===== src/rtl/tx_arbiter.sv =====
// Two-requester arbiter that sequences write / send-cell / send-row / send-all
// operations onto a single transmitter port, one cell per ISSUE.
module tx_arbiter (
    input  logic       clk,
    input  logic       rst,
    input  logic       req0,
    input  logic       req1,
    input  logic [1:0] op0,
    input  logic [1:0] op1,
    input  logic [2:0] addr0,
    input  logic [2:0] addr1,
    input  logic [7:0] data0,
    input  logic [7:0] data1,
    output logic       ack0,
    output logic       ack1,
    output logic       done0,
    output logic       done1,
    output logic [7:0] t_data,
    output logic       t_row,
    output logic [1:0] t_col,
    output logic [2:0] t_action,
    input  logic       t_busy,
    output logic       seq_busy
);

    typedef enum logic [2:0] {IDLE, ISSUE, WAIT_HI, WAIT_LO, DONE} state_t;

    state_t     state, state_nxt;
    logic       ptr, gnt, gnt_nxt, grant;
    logic [1:0] op_q;
    logic [2:0] addr_q, idx;
    logic [7:0] data_q;
    logic [1:0] tmo_cnt;
    logic       timeout, cell_done, last_cell;
    logic       cell_row;
    logic [1:0] cell_col;
    logic       ack0_nxt, ack1_nxt, done0_nxt, done1_nxt, busy_nxt;
    logic [2:0] act_nxt;

    // Tie goes to the pointer; otherwise whichever single requester is up.
    always_comb begin
        grant     = (state == IDLE) && (req0 || req1);
        gnt_nxt   = (req0 && req1) ? ptr : req1;
        timeout   = (state == WAIT_HI) && !t_busy && (tmo_cnt == 2'd3);
        cell_done = timeout || ((state == WAIT_LO) && !t_busy);
        case (op_q)
            2'b10:   last_cell = (idx[1:0] == 2'd3);
            2'b11:   last_cell = (idx == 3'd7);
            default: last_cell = 1'b1;
        endcase
        case (op_q)
            2'b10:   begin cell_row = addr_q[2]; cell_col = idx[1:0];    end
            2'b11:   begin cell_row = idx[2];    cell_col = idx[1:0];    end
            default: begin cell_row = addr_q[2]; cell_col = addr_q[1:0]; end
        endcase
    end

    always_ff @(posedge clk) begin
        if (rst) state <= IDLE;
        else     state <= state_nxt;
    end

    always_comb begin
        state_nxt = state;
        case (state)
            IDLE:    if (grant) state_nxt = ISSUE;
            ISSUE:   state_nxt = (op_q == 2'b00) ? DONE : WAIT_HI;
            WAIT_HI: begin
                if (t_busy)       state_nxt = WAIT_LO;
                else if (timeout) state_nxt = last_cell ? DONE : ISSUE;
            end
            WAIT_LO: if (!t_busy) state_nxt = last_cell ? DONE : ISSUE;
            DONE:    state_nxt = IDLE;
            default: state_nxt = IDLE;
        endcase
    end

    always_comb begin
        ack0_nxt  = grant && !gnt_nxt;
        ack1_nxt  = grant && gnt_nxt;
        done0_nxt = (state == DONE) && !gnt;
        done1_nxt = (state == DONE) && gnt;
        act_nxt   = 3'd0;
        if (state == ISSUE) act_nxt = (op_q == 2'b00) ? 3'd1 : 3'd2;
        busy_nxt  = (state_nxt != IDLE);
    end

    always_ff @(posedge clk) begin
        if (rst) begin
            ack0 <= 1'b0; ack1 <= 1'b0; done0 <= 1'b0; done1 <= 1'b0;
            t_action <= 3'd0; t_data <= 8'd0; t_row <= 1'b0; t_col <= 2'd0;
            seq_busy <= 1'b0; ptr <= 1'b0; gnt <= 1'b0; idx <= 3'd0;
            op_q <= 2'd0; addr_q <= 3'd0; data_q <= 8'd0; tmo_cnt <= 2'd0;
        end else begin
            ack0     <= ack0_nxt;
            ack1     <= ack1_nxt;
            done0    <= done0_nxt;
            done1    <= done1_nxt;
            t_action <= act_nxt;
            seq_busy <= busy_nxt;
            if (grant) begin
                gnt    <= gnt_nxt;
                op_q   <= gnt_nxt ? op1   : op0;
                addr_q <= gnt_nxt ? addr1 : addr0;
                data_q <= gnt_nxt ? data1 : data0;
                idx    <= 3'd0;
            end
            if (state == ISSUE) begin
                t_row   <= cell_row;
                t_col   <= cell_col;
                t_data  <= data_q;
                tmo_cnt <= 2'd0;
            end
            if ((state == WAIT_HI) && !t_busy) tmo_cnt <= tmo_cnt + 2'd1;
            // Last cell never increments, so op 11 stops at index 7.
            if (cell_done && !last_cell) idx <= idx + 3'd1;
            if (state == DONE) ptr <= ~gnt;
        end
    end

endmodule

===== config.mk =====
export PLATFORM = sky130hd
export DESIGN_NAME = tx_arbiter
export DESIGN_NICKNAME = d
export VERILOG_FILES = /design/src/rtl/tx_arbiter.sv
export SDC_FILE = /design/constraint.sdc
export NUM_CORES = 1
export LEC_CHECK = 0
export CAP_MARGIN = 40
export CORE_MARGIN = 5
export CORE_UTILIZATION = 50
export CTS_CLUSTER_SIZE = 12
export DETAILED_ROUTE_END_ITERATION = 6
export MAX_ROUTING_LAYER = met4
export PLACE_DENSITY = 0.84
export SETUP_SLACK_MARGIN = 0.15
export SYNTH_ARGS = -nofsm -noshare
export SYNTH_HDL_FRONTEND = slang
export SYNTH_SLANG_ARGS = --single-unit

===== constraint.sdc =====
create_clock -name clk -period 3.4 [get_ports clk]
set_input_delay 0.51 -clock clk [delete_from_list [all_inputs] [get_ports clk]]
set_output_delay 0.51 -clock clk [all_outputs]
set_load 0.01 [all_outputs]

==> results.sh, run 1 <==
export IMPL_synth_edff_count=0
export IMPL_root_buffer="clkbuf_4"
export IMPL_antenna_cells=0
export IMPL_clockPowerShare_pct=29.1
export IMPL_syn_inst=182
export IMPL_finalWirelength_um=3840
export IMPL_ys_flop_type="dfxtp_1"
export IMPL_async_reset_ff_share_pct=0
export IMPL_rr_endpoint="seq_busy$_SDFF_PP0_"
export IMPL_finalHoldViolations=0
export IMPL_critPathLaunch="state[0]$_SDFF_PP0_"
export IMPL_wl_met3_um=234
export IMPL_fp_dieArea_um2=4720
export IMPL_start_util_pct=51.7
export IMPL_vias=1445
export IMPL_core_um2=3340
export IMPL_cts_path_max_buffers=2
export IMPL_r2r_start="state[0]$_SDFF_PP0_"
export IMPL_hold_path_class="reg2reg"
export IMPL_vias_per_cell=5.33
export IMPL_synth_area_leaders="dfxtp_1 (48%), nand2_1 (4.6%), a21oi_1 (4.1%)"
export IMPL_areaGrowthSynthToFinish_pct=31.9
export IMPL_power_density_nw_per_um2=500
export IMPL_overflow=0
export IMPL_io_buffers=48
export IMPL_drt_met1_wl_um=1740
export IMPL_clk_insertion_delay_late_ns=0.35
export IMPL_antenna_found_initial=0
export IMPL_syn_area_um2=1720
export IMPL_hpwl_um=2800
export IMPL_setup_violations=0
export IMPL_crit_end="seq_busy$_SDFF_PP0_"
export IMPL_cts_resized=0
export IMPL_yosys_area_top_type_share_pct=47.6
export IMPL_clock_skew_ns=0.0132
export IMPL_clk_pin_slew_ns=0.12
export IMPL_ant_nets=0
export IMPL_synth_seq_cells=41
export IMPL_rsz0062_at_grt="false"
export IMPL_period_minus_slack_ns=1.84
export IMPL_drv_cap=0
export IMPL_worstPathRequired_ns=3.69
export IMPL_drc_errors=0
export IMPL_grt_max_degree=33
export IMPL_max_slew_margin_pct=66.2
export IMPL_drive_gt1_share_pct=7.56
export IMPL_p_total_w=0.00114
export IMPL_yosysSeqAreaShare_pct=47.6
export IMPL_grtUsageTotal_pct=18.1
export IMPL_dr_wl_met2_um=1810
export IMPL_slew_violations=0
export IMPL_die_w_um=68.7
export IMPL_synth_distinct_cells=45
export IMPL_leakage_nw=0.850
export IMPL_status="complete, no violations"
export IMPL_worst_slew_pin_slew_ns=0.505
export IMPL_firstDrtPassIters=4
export IMPL_fin_crit_sh_pct=54.3
export IMPL_end_kind="register"
export IMPL_p_sw_w=0.000305
export IMPL_sequentialPowerShare_pct=49.7
export IMPL_row_count=21
export IMPL_path_max_fanout=11
export IMPL_crit_type="reg2reg"
export IMPL_fin_setup_tns_ns=0
export IMPL_wl_per_cell_um=14.2
export IMPL_io_pins=50
export IMPL_setup_slack_ns=1.56
export IMPL_maxUsedRoutingLayer="met4"
export IMPL_p_sw_share_pct=26.8
export IMPL_max_freq_ghz=0.542
export IMPL_cts_sinks=41
export IMPL_syn_num_nets=216
export IMPL_htree_levels=2
export IMPL_post_route_util_pct=68.1
export IMPL_start_kind="register"
export IMPL_postCtsSetupBuffers=0
export IMPL_post_place_ws_ns=1.39
export IMPL_place_gp_congestion=0.837
export IMPL_irDropWorstVdd_uv=295
export IMPL_die_y_um=68.7
export IMPL_grt_pass1_vias=1326
export IMPL_yosysWarnings=0
export IMPL_dr_first_iter_drc_count=145
export IMPL_grt_pass1_wl_um=6080
export IMPL_numCtsBuffers=5
export IMPL_r2r_setup_slack_ns=1.56
export IMPL_crit_arrival_ns=2.14
export IMPL_combinationalPowerShare_pct=21.1
export IMPL_nets=258
export IMPL_whs_ns=0.463
export IMPL_cts_tree="done"
export IMPL_p_int_w=0.000832
export IMPL_synth_area_per_cell_um2=9.47
export IMPL_ff2ff_path_depth=4
export IMPL_hold_buffers=0
export IMPL_yosys_area_top_type="dfxtp_1"
==> cell type report <==
class                           count  area [µm²]
Clock buffer                        7        55.1
Clock inverter                      1        30.0
Fill cell                         305        1060
Inverter                            1        3.75
Multi-Input combinational cell    125         811
Sequential cell                    41         821
Tap cell                           46        57.6
Timing Repair Buffer               50         495
==> power by group through the flow <==
| stage | clock, W | combinational (W) | sequential, W |
|---|---|---|---|
| final | 0.000331 | 0.000240 | 0.000565 |
| after global routing | 0.000356 | 0.000263 | 0.000573 |
| after CTS | 0.000334 | 0.000243 | 0.000565 |
| after detailed placement | 0 | 0.000242 | 0.000576 |
| after global placement | 0 | 0.000236 | 0.000575 |
| after floorplan | 0 | 0.000155 | 0.000566 |
==> cell usage in the layout (no fill, tap or decap), types with 4 or more instances in the layout <==
master            n
dfxtp_1          41
nor2_1           16
and2_1            7
clkbuf_4          5
a222oi_1          4
nand2_1          21
a211oi_1          4
clkdlybuf4s50_1  48
nand3_1           4
a21oi_1          14
a221o_1           7
==> sequential cells by signal, indices dropped and copies added (netlist names), 2 cells and up <==
name      flops
tmo_cnt       2
t_action      2
t_col         2
op_q          2
idx           3
t_data        8
addr_q        3
data_q        8
state         3
==> routing by layer <==
metal | track usage [%] | up-vias
met1 | 22.0 | 658
met3 | 6.32 | 4
met2 | 27.4 | 43
met4 | 7.30 | 0
met5 | - | -
li1 | - | 740
==> Yosys cell counts, types with 2 or more instances <==
library cell	count
a211oi_1	4
a21oi_1	14
a221o_1	7
a222oi_1	4
a22oi_1	2
a2bb2oi_1	3
and2_1	7
and3_1	2
buf_2	2
buf_4	4
buf_6	2
clkbuf_1	6
dfxtp_1	41
ha_1	3
mux2i_1	3
nand2_1	21
nand2b_1	3
nand3_1	4
nor2_1	16
nor2b_1	2
nor3_1	3
nor3b_1	2
o21ai_0	2
o2bb2ai_1	2
or3b_1	3
==> worst min path at each step <==
stage	from	to	slack, ns	cells after the start
5_1_grt	t_data[5]$_SDFFE_PP0N_	t_data[5]$_SDFFE_PP0N_	0.49	2
3_3_place_gp	t_data[2]$_SDFFE_PP0N_	t_data[2]$_SDFFE_PP0N_	0.44	2
3_5_place_dp	t_data[7]$_SDFFE_PP0N_	t_data[7]$_SDFFE_PP0N_	0.45	2
2_1_floorplan	data_q[5]$_SDFFE_PP0P_	t_data[5]$_SDFFE_PP0N_	0.43	2
4_1_cts	t_data[6]$_SDFFE_PP0N_	t_data[6]$_SDFFE_PP0N_	0.46	2
6_report	t_data[6]$_SDFFE_PP0N_	t_data[6]$_SDFFE_PP0N_	0.46	2
==> worst max-delay path, cell delays in order (launching register included) <==
cell       delay, ns
dfxtp_1         0.55
or3b_1          0.60
a2bb2oi_1       0.21
or3_1           0.35
o211ai_2        0.07
==> stage by stage <==
step / std cells / area [µm²]
6_report: 271 / 2270
4_1_cts: 271 / 2270
2_1_floorplan: 182 / 1720
5_1_grt: 271 / 2270
3_3_place_gp: 262 / 2180
3_5_place_dp: 263 / 2190
==> cell families after synthesis <==
logic type,count (synthesis),share of synthesized area (%)
simple gates,73,23.1
compound gates,44,19.2
fa+ha+maj,3,2.18
flops,41,47.6
other cells,1,0.217
buf+inv,16,5.37
mux,4,2.39
(Power assumes the default switching activity.)
==> inputs of run 2 (changes only) <==
--- a/config.mk
+++ b/config.mk
@@ -7,11 +7,11 @@
 export LEC_CHECK = 0
 export CAP_MARGIN = 40
 export CORE_MARGIN = 5
-export CORE_UTILIZATION = 50
+export CORE_UTILIZATION = 42
 export CTS_CLUSTER_SIZE = 12
 export DETAILED_ROUTE_END_ITERATION = 6
 export MAX_ROUTING_LAYER = met4
-export PLACE_DENSITY = 0.84
+export PLACE_DENSITY = 0.75
 export SETUP_SLACK_MARGIN = 0.15
 export SYNTH_ARGS = -nofsm -noshare
 export SYNTH_HDL_FRONTEND = slang
==> constraint.sdc (replaced) <==
create_clock -name clk -period 1.69 [get_ports clk]
set_input_delay 0.2535 -clock clk [delete_from_list [all_inputs] [get_ports clk]]
set_output_delay 0.2535 -clock clk [all_outputs]
set_load 0.01 [all_outputs]
==> results.sh, run 2 (synthesis results as in run 1) <==
export IMPL_status="complete, no violations"
export IMPL_worstPathRequired_ns=1.91
export IMPL_die_y_um=74.1
export IMPL_irDropWorstVdd_uv=691
export IMPL_p_int_w=0.00168
export IMPL_crit_arrival_ns=1.74
export IMPL_nets=276
export IMPL_vias_per_cell=5.17
export IMPL_p_sw_w=0.000659
export IMPL_fp_dieArea_um2=5490
export IMPL_slew_violations=0
export IMPL_num_fill_cells=354
export IMPL_cts_path_max_buffers=2
export IMPL_hold_buffers=0
export IMPL_cp_depth=6
export IMPL_cts_sinks=41
export IMPL_final_cell_mix="clkdlybuf4s50_1 (48), dfxtp_1 (37), nand2_1 (21)"
export IMPL_root_buffer="clkbuf_8"
export IMPL_grt_pass1_vias=1428
export IMPL_fin_cells=293
export IMPL_core_um2=4000
export IMPL_fin_crit_sh_pct=89.8
export IMPL_path_delay_family="simple AND/OR/NAND/NOR gates"
export IMPL_finalInstanceArea_um2=2480
export IMPL_place_gp_congestion=0.831
export IMPL_io_pins=50
export IMPL_hold_path_class="reg2reg"
export IMPL_path_max_fanout=4
export IMPL_worstPathCellList="ha_4, ha_4, mux2i_4, a31oi_2, or3b_4, o21ai_1"
export IMPL_antenna_cells=0
export IMPL_antenna_found_initial=0
export IMPL_slowest_stage="or3b_4"
export IMPL_crit_top_cell="ha_4"
export IMPL_hpwl_um=3080
export IMPL_crit_type="reg2reg"
export IMPL_slowest_delay_ns=0.41
export IMPL_wl_per_cell_um=13.9
export IMPL_ant_nets=0
export IMPL_clk_pin_slew_ns=0.08
export IMPL_die_w_um=74.1
export IMPL_dr_first_iter_drc_count=133
export IMPL_finalHoldViolations=0
export IMPL_max_freq_ghz=0.659
export IMPL_p_sw_share_pct=28.2
export IMPL_numCtsBuffers=5
export IMPL_leakage_nw=0.944
export IMPL_min_path_cells=2
export IMPL_rsz0062_at_grt="true"
export IMPL_drive_gt1_share_pct=18.9
export IMPL_clock_skew_ns=0.00735
export IMPL_grt_pass1_wl_um=6720
export IMPL_drc_errors=0
export IMPL_grt_max_degree=14
export IMPL_start_kind="register"
export IMPL_io_buffers=48
export IMPL_vias=1514
export IMPL_cts_tree="done"
export IMPL_areaGrowthSynthToFinish_pct=44.0
export IMPL_period_minus_slack_ns=1.52
export IMPL_grtUsageTotal_pct=16.8
export IMPL_overflow=0
export IMPL_end_kind="register"
export IMPL_drv_cap=0
export IMPL_layout_commonest_cell="clkdlybuf4s50_1"
export IMPL_setup_violations=0
export IMPL_row_count=23
export IMPL_place_area_um2=2300
export IMPL_reg_top3="data_q (8), t_data (8)"
export IMPL_combinationalPowerShare_pct=24.7
export IMPL_start_util_pct=43.1
export IMPL_clockPowerShare_pct=26.6
export IMPL_dp_cells=280
export IMPL_finalWirelength_um=4080
export IMPL_fin_setup_tns_ns=0
export IMPL_ff2ff_path_depth=6
export IMPL_htree_levels=2
export IMPL_firstDrtPassIters=4
export IMPL_cp_num_buf_inv=0
export IMPL_sequentialPowerShare_pct=48.7
export IMPL_power_density_nw_per_um2=940
export IMPL_clk_insertion_delay_late_ns=0.29
-- run 2: final timing paths --
kind	startpoint	endpoint	slack, ns
worst min register to register	t_data[4]$_SDFFE_PP0N_	t_data[4]$_SDFFE_PP0N_	0.46
worst max-delay path	idx[1]$_SDFFE_PP0P_	state[0]$_SDFF_PP0_	0.17
worst min-delay path	t_data[4]$_SDFFE_PP0N_	t_data[4]$_SDFFE_PP0N_	0.46
worst max register to register	idx[1]$_SDFFE_PP0P_	state[0]$_SDFF_PP0_	0.17
-- run 2: layout make-up --
type                    instances  area [µm²]  share of cell area (%)
multi-input cells             125         862                    34.7
repair buffers                 68         643                    25.9
well taps                      50        62.6                    2.52
flip-flops and latches         41         826                    33.2
clock buffers                   5        68.8                    2.77
clock inverters                 3        17.5                   0.705
inverters                       1        3.75                   0.151
-- run 2: worst min-delay path: cells and delay by family (launching register included) --
family | cells | cell delay (ns)
DFF | 1 | 0.31
and+or+nand+nor | 1 | 0.05
AOI/OAI and AO/OA | 1 | 0.05
-- run 2: power by group through the flow --
stage	Combinational [W]	Sequential, W	Clock (W)
6_report	0.000577	0.00114	0.000621
5_1_grt	0.000626	0.00115	0.000688
4_1_cts	0.000568	0.00114	0.000641
3_5_place_dp	0.000562	0.00116	0
3_3_place_gp	0.000554	0.00115	0
2_1_floorplan	0.000312	0.00114	0
-- run 2: what timing repair did --
item | in CTS | in global routing
setup buffers | 2 | 3
pin swaps | 3 | 5
resized for setup | 9 | 5
endpoints found under the setup margin | 7 | 18
-- run 2: per-layer routing --
layer | part of all wire (%) | GRT usage, %
met1 | 46 | 20.9
met2 | 46 | 25.2
met3 | 5.8 | 4.86
met4 | 1.9 | 7.85
met5 | 0 | -
-- run 2: per-stage QoR --
stage | utilization [%] | setup WS, ns | total power [W] | hold WS [ns]
6_report | 62.1 | 0.172 | 0.00234 | 0.459
5_1_grt | 62.1 | 0.130 | 0.00247 | 0.479
4_1_cts | 61.1 | 0.143 | 0.00234 | 0.460
3_5_place_dp | 57.6 | -0.0342 | 0.00172 | 0.449
3_3_place_gp | 57.6 | -0.00281 | 0.00171 | 0.441
2_1_floorplan | - | 0.160 | 0.00145 | 0.370
==> inputs of run 3 (changes only) <==
--- a/config.mk
+++ b/config.mk
@@ -7,11 +7,11 @@
 export LEC_CHECK = 0
 export CAP_MARGIN = 40
 export CORE_MARGIN = 5
-export CORE_UTILIZATION = 42
+export CORE_UTILIZATION = 40
 export CTS_CLUSTER_SIZE = 12
 export DETAILED_ROUTE_END_ITERATION = 6
 export MAX_ROUTING_LAYER = met4
-export PLACE_DENSITY = 0.75
+export PLACE_DENSITY = 0.72
 export SETUP_SLACK_MARGIN = 0.15
 export SYNTH_ARGS = -nofsm -noshare
 export SYNTH_HDL_FRONTEND = slang
==> results.sh, run 3 (synthesis results as in run 1) <==
export IMPL_rsz0062_at_grt="true"
export IMPL_ff2ff_path_depth=6
export IMPL_core_um2=4090
export IMPL_leakage_nw=0.964
export IMPL_io_buffers=48
export IMPL_post_place_ws_ns=-0.0600
export IMPL_grt_max_degree=18
export IMPL_reg_top3="data_q (8), t_data (8)"
export IMPL_clk_insertion_delay_late_ns=0.29
export IMPL_critPathLaunch="idx[0]$_SDFFE_PP0P_"
export IMPL_hold_path_class="reg2reg"
export IMPL_path_max_fanout=3
export IMPL_dr_first_iter_drc_count=108
export IMPL_finalWirelength_um=4250
export IMPL_crit_end="seq_busy$_SDFF_PP0_"
export IMPL_vias_per_cell=5.22
export IMPL_root_buffer="clkbuf_8"
export IMPL_vias=1541
export IMPL_fin_crit_sh_pct=87.5
export IMPL_fp_dieArea_um2=5720
export IMPL_place_gp_congestion=0.847
export IMPL_firstDrtPassIters=4
export IMPL_drive_gt1_share_pct=18.8
export IMPL_period_minus_slack_ns=1.48
export IMPL_power_density_nw_per_um2=965
export IMPL_io_pins=50
export IMPL_grt_pass1_vias=1467
export IMPL_hpwl_um=3160
export IMPL_irDropWorstVdd_uv=519
export IMPL_cts_path_max_buffers=2
export IMPL_r2r_start="idx[0]$_SDFFE_PP0P_"
export IMPL_antenna_cells=0
export IMPL_numCtsBuffers=5
export IMPL_status="complete, no violations"
export IMPL_htree_levels=2
export IMPL_overflow=0
export IMPL_start_kind="register"
export IMPL_clock_skew_ns=0.00474
export IMPL_cts_tree="done"
export IMPL_clk_pin_slew_ns=0.08
export IMPL_grt_pass1_wl_um=6840
export IMPL_row_count=23
export IMPL_worstPathRequired_ns=1.92
export IMPL_die_w_um=75.7
export IMPL_max_freq_ghz=0.676
export IMPL_r2r_setup_slack_ns=0.21
export IMPL_crit_type="reg2reg"
export IMPL_setup_slack_ns=0.211
export IMPL_grtUsageTotal_pct=16.4
export IMPL_wl_per_cell_um=14.4
export IMPL_max_slew_margin_pct=64.7
export IMPL_ant_nets=0
export IMPL_rr_endpoint="seq_busy$_SDFF_PP0_"
export IMPL_hold_buffers=0
export IMPL_areaGrowthSynthToFinish_pct=45.3
export IMPL_final_cell_mix="clkdlybuf4s50_1 (48), dfxtp_1 (38), nand2_1 (21), buf_4 (21), nor2_1 (16)"
export IMPL_finalHoldViolations=0
export IMPL_end_kind="register"
export IMPL_setup_violations=0
export IMPL_nets=278
export IMPL_layout_commonest_cell="clkdlybuf4s50_1"
export IMPL_drc_errors=0
export IMPL_post_route_util_pct=61.3
export IMPL_die_y_um=75.7
export IMPL_p_total_w=0.00242
export IMPL_start_util_pct=42.2
export IMPL_antenna_found_initial=0
export IMPL_crit_arrival_ns=1.71
export IMPL_cts_sinks=41
export IMPL_drv_cap=0
export IMPL_slew_violations=0
export IMPL_worst_slew_pin_slew_ns=0.527
[run 3: cell count changes in the layout (fill, tap and decap cells not counted), sizes merged]
| cell | change |
|---|---|
| buf | +2 |
| clkbuf | +2 |
| clkinv | -1 |
| clkinvlp | -1 |
[run 3: cell type report]
cell class                 instances  area [µm²]
inverter                           1        3.75
multi-input combinational        125         855
clock buffer                       7        96.3
clock inverter                     1        5.00
timing repair buffer              70         658
fill                             345        1580
tap                               50        62.6
sequential                        41         825
[run 3: worst max-delay path, cell delays in order, from the launching register on]
cell and delay, ns:
dfxtp_2 0.34, ha_4 0.17, ha_4 0.15, mux2i_4 0.16
a31oi_1 0.11, or3b_4 0.41, o211ai_2 0.07
[run 3: power by group]
group / total (W) / internal (W) / leakage (nW) / switching [W]
Sequential: 0.00113 / 0.00106 / 0.337 / 0.0000730
Clock: 0.000698 / 0.000369 / 0.0542 / 0.000329
Combinational: 0.000584 / 0.000331 / 0.574 / 0.000252
[run 3: what timing repair did]
| action | CTS | global route |
|---|---|---|
| setup endpoints to repair | 4 | 13 |
| hold endpoints to repair | 0 | 0 |
| pin swaps | 3 | 5 |
| setup buffers | 3 | 1 |
| resized for setup | 10 | 2 |
| cloned | 0 | 0 |
[run 3: through the flow]
stage          std cells  TNS [ns]  instance area [µm²]  hold slack (ns)
6_report             295         0                 2500            0.455
5_1_grt              295         0                 2500            0.470
4_1_cts              294         0                 2490            0.456
3_5_place_dp         283    -0.395                 2330            0.446
3_3_place_gp         283   -0.0478                 2330            0.445
2_1_floorplan        182         0                 1720            0.370
[run 3: how the worst min path moves through the flow]
stage / endpoint / cells past startpoint / startpoint / slack [ns]
global route: t_data[1]$_SDFFE_PP0N_ / 2 / t_data[1]$_SDFFE_PP0N_ / 0.47
global placement: t_data[3]$_SDFFE_PP0N_ / 2 / data_q[3]$_SDFFE_PP0P_ / 0.44
finish: t_data[1]$_SDFFE_PP0N_ / 2 / data_q[1]$_SDFFE_PP0P_ / 0.46
floorplan: addr_q[0]$_SDFFE_PP0P_ / 1 / addr0[0] / 0.37
detailed placement: t_data[1]$_SDFFE_PP0N_ / 2 / t_data[1]$_SDFFE_PP0N_ / 0.45
CTS: t_data[1]$_SDFFE_PP0N_ / 2 / t_data[1]$_SDFFE_PP0N_ / 0.46
[run 3: routing by layer]
| metal | vias to the layer above | wire length, µm | track usage [%] |
|---|---|---|---|
| li1 | 780 | - | - |
| met1 | 700 | 1940 | 20.5 |
| met2 | 51 | 1940 | 24.7 |
| met3 | 10 | 276 | 4.75 |
| met4 | 0 | 90 | 7.18 |
| met5 | - | 0 | - |
